**src/rtl/blue_status_tx.sv**
```systemverilog
// rtl/blue_status_tx.sv - 8N1 UART transmitter sending "V<v>S<s>\r\n" status frames
// A frame goes out on any volume/song change, on send_req, and once after reset.
module blue_status_tx #(
  parameter int CLKS_PER_BIT = 10417
) (
  input  logic       clk,
  input  logic       rst,
  input  logic [1:0] volume,
  input  logic [3:0] song,
  input  logic       send_req,
  output logic       tx,
  output logic       busy,
  output logic       frame_done
);

  localparam int CW = (CLKS_PER_BIT > 1) ? $clog2(CLKS_PER_BIT) : 1;
  localparam logic [CW-1:0] BAUD_LAST = CW'(CLKS_PER_BIT - 1);

  typedef enum logic [1:0] {IDLE, START, DATA, STOP} state_t;

  state_t        state, state_n;
  logic [CW-1:0] baud_cnt, baud_n;
  logic [2:0]    bit_idx, bit_n;
  logic [2:0]    byte_idx, byte_n;
  logic          tx_n, busy_n, done_n;
  logic [1:0]    vol_s, vol_n;
  logic [3:0]    song_s, song_n;
  logic          pend_req, pend_n;

  logic [7:0] cur_byte;
  logic [2:0] bit_nxt;
  logic       trig;
  logic       baud_end;

  // Frame content comes only from the snapshot, never from the live inputs.
  always_comb begin
    cur_byte = 8'h0A;
    case (byte_idx)
      3'd0:    cur_byte = 8'h56;
      3'd1:    cur_byte = 8'h30 + {6'd0, vol_s};
      3'd2:    cur_byte = 8'h53;
      3'd3:    cur_byte = (song_s <= 4'd9) ? (8'h30 + {4'd0, song_s}) : 8'h3F;
      3'd4:    cur_byte = 8'h0D;
      default: cur_byte = 8'h0A;
    endcase
  end

  assign bit_nxt  = bit_idx + 3'd1;
  assign trig     = pend_req | send_req | (volume != vol_s) | (song != song_s);
  assign baud_end = (baud_cnt == BAUD_LAST);

  always_ff @(posedge clk or posedge rst) begin
    if (rst) begin
      state      <= IDLE;
      baud_cnt   <= '0;
      bit_idx    <= 3'd0;
      byte_idx   <= 3'd0;
      tx         <= 1'b1;
      busy       <= 1'b0;
      frame_done <= 1'b0;
      vol_s      <= 2'd3;
      song_s     <= 4'd1;
      pend_req   <= 1'b1;
    end else begin
      state      <= state_n;
      baud_cnt   <= baud_n;
      bit_idx    <= bit_n;
      byte_idx   <= byte_n;
      tx         <= tx_n;
      busy       <= busy_n;
      frame_done <= done_n;
      vol_s      <= vol_n;
      song_s     <= song_n;
      pend_req   <= pend_n;
    end
  end

  always_comb begin
    state_n = state;
    baud_n  = baud_cnt;
    bit_n   = bit_idx;
    byte_n  = byte_idx;
    tx_n    = tx;
    busy_n  = busy;
    done_n  = 1'b0;
    vol_n   = vol_s;
    song_n  = song_s;
    // Requests arriving mid-frame collapse into one follow-up frame.
    pend_n  = pend_req | send_req;

    case (state)
      IDLE: begin
        tx_n   = 1'b1;
        busy_n = 1'b0;
        if (trig) begin
          vol_n   = volume;
          song_n  = song;
          pend_n  = 1'b0;
          byte_n  = 3'd0;
          baud_n  = '0;
          tx_n    = 1'b0;
          busy_n  = 1'b1;
          state_n = START;
        end
      end
      START: begin
        if (baud_end) begin
          baud_n  = '0;
          bit_n   = 3'd0;
          tx_n    = cur_byte[0];
          state_n = DATA;
        end else begin
          baud_n = baud_cnt + CW'(1);
        end
      end
      DATA: begin
        if (baud_end) begin
          baud_n = '0;
          if (bit_idx == 3'd7) begin
            tx_n    = 1'b1;
            state_n = STOP;
          end else begin
            bit_n = bit_nxt;
            tx_n  = cur_byte[bit_nxt];
          end
        end else begin
          baud_n = baud_cnt + CW'(1);
        end
      end
      STOP: begin
        if (baud_end) begin
          baud_n = '0;
          // Next start bit follows the stop bit with no idle gap.
          if (byte_idx < 3'd5) begin
            byte_n  = byte_idx + 3'd1;
            tx_n    = 1'b0;
            state_n = START;
          end else begin
            done_n  = 1'b1;
            busy_n  = 1'b0;
            tx_n    = 1'b1;
            state_n = IDLE;
          end
        end else begin
          baud_n = baud_cnt + CW'(1);
        end
      end
      default: state_n = IDLE;
    endcase
  end

endmodule

```
**config.mk**
```make
export PLATFORM = sky130hd
export DESIGN_NAME = blue_status_tx
export DESIGN_NICKNAME = d
export VERILOG_FILES = /design/src/rtl/blue_status_tx.sv
export SDC_FILE = /design/constraint.sdc
export NUM_CORES = 1
export LEC_CHECK = 0
export BUFFER_PORTS_ARGS = -buffer_cell sky130_fd_sc_hd__buf_2
export CORE_MARGIN = 4
export CORE_UTILIZATION = 55
export DETAILED_ROUTE_END_ITERATION = 16
export GPL_TIMING_DRIVEN = 0
export PLACE_DENSITY = 0.74
export RECOVER_POWER = 100
export SYNTH_ARGS = -nofsm -noshare
export SYNTH_HDL_FRONTEND = slang
export SYNTH_SLANG_ARGS = --single-unit
```
**constraint.sdc**
```tcl
create_clock -name clk -period 6.6 [get_ports clk]
set_input_delay 0.66 -clock clk [delete_from_list [all_inputs] [get_ports clk]]
set_output_delay 0.66 -clock clk [all_outputs]
set_load 0.05 [all_outputs]
```
== Yosys cells after proc, flatten, opt, wreduce, memory -nomap -nowiden ==
Index checks and enable logic that the tools add are counted.

* $add $sub $neg: 5
* $lt $le $gt $ge: 3
* Equality and inequality tests: 19
* Reduce and logical (&&, ||, !) cells: 11
* Bitwise gates (word level): 3
* Muxes and demuxes: 37

{| class="wikitable"
|+ Operators by type and width
! cell !! number
|-
| 7-bit one-hot mux with 5 select lines || 1
|-
| 14-bit two-way mux || 2
|-
| 14-bit one-hot mux with 2 select lines || 1
|-
| 3-bit two-way mux || 6
|-
| 2-bit != test, second input constant || 8
|-
| 1-bit two-way mux || 15
|-
| 14-bit by 1-bit adder with 14-bit output, second input constant || 1
|-
| 14-bit == test, second input constant || 1
|-
| 3-bit one-hot mux with 2 select lines || 2
|-
| 2-bit two-way mux || 5
|-
| 2-bit one-hot mux with 4 select lines || 1
|-
| 4-bit AND reduction || 2
|-
| 6-bit by 2-bit adder with 7-bit output, first input constant || 1
|-
| 6-bit by 4-bit adder with 7-bit output, first input constant || 1
|-
| 7-bit two-way mux || 1
|-
| 3-bit by 1-bit adder with 3-bit output, second input constant || 2
|-
| 3-bit by 2-bit == test with 1-bit output, second input constant || 2
|-
| 3-bit == test, second input constant || 2
|-
| 3-bit AND reduction || 2
|-
| 5-bit AND reduction || 1
|-
| 2-bit == test, second input constant || 2
|-
| 4-bit <= comparator, second input constant || 1
|-
| 3-bit by 4-bit < comparator with 1-bit output, second input constant || 1
|-
| 4-bit != test || 1
|-
| 13 further kinds || 16
|}

* Flip-flop bits (word level): 32
* Input port bits: 9
* Logic and storage cells: 88

== Longest topological paths before layout ==
* Word-level depth: 8
* Gate-level depth with buffers: 8

== Worst setup path before layout ==
OpenSTA, ideal clock, no wires.

* Path kind: input-to-reg
* Start point: input port song[2]
* End point: register baud_cnt[13]
* Cell stages on the path: 6
* Setup time: 96 ps
* Path slack: 4,410 ps
* Arrival: 2,095 ps
* Buffers on the path: 1
* Required time: 6,504 ps
* Path through: xor2_1 > or3_1 > nor3_1 > clkbuf_1 > o21ai_0 > o31ai_1

* Cells in the longest elaborated chain, start to end: 3

{| class="wikitable"
|+ RTL lines
! element !! RTL line !! source
|-
| from (decl) || 9 || <nowiki>input logic [3:0] song,</nowiki>
|-
| 4-bit != test || 49 || <nowiki>assign trig = pend_req | send_req | (volume != vol_s) | (song != song_s);</nowiki>
|-
| 1-bit bitwise OR || 49 ||
|-
| 2-bit != test (no line) || -- ||
|-
| to (signal assigned) || 66 || <nowiki>baud_cnt <= baud_n;</nowiki>
|-
| to (decl) || 22 || <nowiki>logic [CW-1:0] baud_cnt, baud_n;</nowiki>
|}

No other way between the ends.
A chain may end at the register's enable or synchronous reset.

== Worst setup path in the final report ==
* Start point: register baud_cnt[2]
* End point: register baud_cnt[4]

* Cells in the longest elaborated chain, start to end: 3
* Elaborated cells on any way between the ends: 4

{| class="wikitable"
|+ RTL lines
! element !! RTL line !! source
|-
| 14-bit by 1-bit adder with 14-bit output / 14-bit == test (equally long branches) || -- ||
|-
| 14-bit two-way mux (*) || 107, 117, 131 ||
|-
| 14-bit one-hot mux with 2 select lines (*) || 91 || <nowiki>case (state)</nowiki>
|}

Mark *: on every way between the ends. The rest lies on a longest branch, timed or not.

==> results.tsv <==
metric	value	unit
status	finished, final reports clean	
via_per_inst	5.84	
cp_cell_sequence	or4_1 > nor4_1 > nor2_1 > a21oi_1 > o21ai_0	
max-vdd-ir-drop	0.231	mV
cts_sinks	32	
synth_cells	221	
synth.avg_cell_area	9.25	µm²
clockBufferDepth	2	
max_freq	330	MHz
cts_setup_buffers	0	
num_vias	1671	
critPathCaptureType	register	
nNetsFinal	262	
crit_required	6770	ps
setup_violations	0	
drc	0	
fin_skew	4.72	ps
io_buffers	11	
grt_usage	0.207	
r2r_cells	5	
place_ws	3780	ps
clk_pin_slew	70	ps
critPathKind	reg -> reg	
worstHoldStart	baud_cnt[13]	
layout_common_cells	32 x o21ai_0, 27 x dfrtp_1, 19 x nand2_1, 16 x nor2_1, 14 x ha_1	
synth.cell_area	0.00204	mm²
wire_per_inst	14.8	µm
p_comb_frac	0.376	
htreeDepth	2	
ctsResizeCount	0	
grt_pass1_wl	7390	µm
grt_overflow	0	
switching_power	300	µW
drt_iter0_markers	98	
wl	4240	µm
multi_input_area	0.00115	mm²
initial_core_util	0.589	
root_buffer	clkbuf_8	
dieWidth	69.0	µm
r2r_end	baud_cnt[4]	
crit_path_top_delay_cell	nor4_1	
min_to	baud_cnt[13]	
async_flop_share	1.00	
diodes	0	
ios	12	
cts-buffers-inserted	5	
ff_latch_area	807	µm²
mostFrequentLayoutCell	o21ai_0	
r2r_start	baud_cnt[2]	
max-slew-margin-rel	0.0980	
crit_fanout	10	
fin_ws	3570	ps
swShare	0.380	
hold_path.class	reg -> reg	
synth-edff-count	0	
hold_viol	0	
drive_above_1_share	0.142	
cp-start-kind	register	
ff2ff_setup_slack	3570	ps
ys_ff_latch	32	
synth_nets	244	
gp_congestion	0.887	
crit_start	baud_cnt[2]	
rsz0062_at_grt	no	
clockPowerShare	0.234	
die_h	69.0	µm
p_per_area	354	mW/mm²
fillers	317	
slew_viol_final	0	
p_leak	0.910	nW
num_rows	21	
ys_seq_area_frac	0.395	
cts_hold_buf	0	
p_total	791	µW
p_seq_frac	0.390	
first_global_vias	1588	
cts_tree	done	
fin_crit_sh	0.459	
internal_power	491	µW
detail-route-antenna-nets	0	
max_cap_viol_count	0	
area_growth	9.30	%
worstMarginPinSlew	1340	ps
holdPathStages	1	
synth_flop_cell	dfrtp_1	
tns	0	ps
die_area	0.00476	mm²
slowest_delay	1130	ps
yosysWarnings	0	
period_minus_slack	3030	ps
coreArea	0.00347	mm²
grt_start_max_net_pins	33	
synth.distinct_cells	50	
worstPathArrival	3200	ps
dp_hpwl	3090	µm
dr.pass1.iters	4	
insertion_delay	280	ps
grt_antenna_before_repair	0	
cell families after synthesis:
logic type               synth area share
buffers and inverters              0.0318
XOR/XNOR                           0.0300
AO/OA/AOI/OAI                       0.230
flip-flops                          0.395
multiplexers                       0.0441
AND/OR/NAND/NOR                     0.184
adder cells (fa/ha/maj)            0.0857
power groups by stage:
stage               Sequential [mW]  Clock (mW)  Combinational (mW)
floorplan                     0.318           0               0.227
global placement              0.309           0               0.299
detailed placement            0.313           0               0.303
CTS                           0.309       0.190               0.305
global route                  0.318       0.196               0.336
finish                        0.309       0.185               0.297
stage by stage:
step           cells   util  hold WS, ps  cell area, µm²
3_3_place_gp     278  0.622          469            2160
5_1_grt          286  0.644          511            2230
6_report         286  0.644          484            2230
4_1_cts          286  0.653          490            2260
3_5_place_dp     278  0.622          481            2160
2_1_floorplan    221      -          446            2040
critical path, delay by kind of cell (launching register included):
kind | cells | cell delay (ps)
AND/OR/NAND/NOR | 3 | 2190
AO/OA/AOI/OAI | 2 | 310
flip-flops | 1 | 430
how the worst max path moves through the flow:
stage / to / depth (start not counted) / slack (ps)
finish: baud_cnt[4] / 5 / 3570
global route: baud_cnt[4] / 5 / 3310
CTS: baud_cnt[12] / 6 / 4040
detailed placement: baud_cnt[12] / 7 / 3780
global placement: baud_cnt[12] / 7 / 3800
floorplan: baud_cnt[13] / 6 / 4410
Yosys cell counts (all sizes together), types with 5 or more instances:
cell   instances  area (µm²)
ha            14         175
nand2         19        71.3
nand3          9        50.1
dfstp          5         131
mux2           8        90.1
nor2          16        60.1
dfrtp         27         676
a22o           5        43.8
a21oi         12        60.1
inv           13        48.8
nor3           7        35.0
o21ai         33         169
state kept, by name, indices dropped and copies added, names as in the netlist:
name,count
state,2
byte_idx,3
baud_cnt,14
frame_done,1
vol_s,2
pend_req,1
tx,1
bit_idx,3
song_s,4
busy,1
routing by layer:
layer  GRT usage  up-vias  share of wire
met4      0.0511        0         0.0099
met1       0.290      764           0.52
met3      0.0389        7          0.049
met5           0        -              0
li1            -      853              -
met2       0.329       47           0.43
final cells by class:
cell class,count,share of cell area
clock buffers,6,0.0325
clock inverters,2,0.0157
multi-input cells,172,0.513
inverters,13,0.0218
well taps,46,0.0258
plain buffers,4,0.00728
flip-flops and latches,32,0.361
repair buffers,11,0.0230
Note: power is estimated with default switching activity, not from simulation.
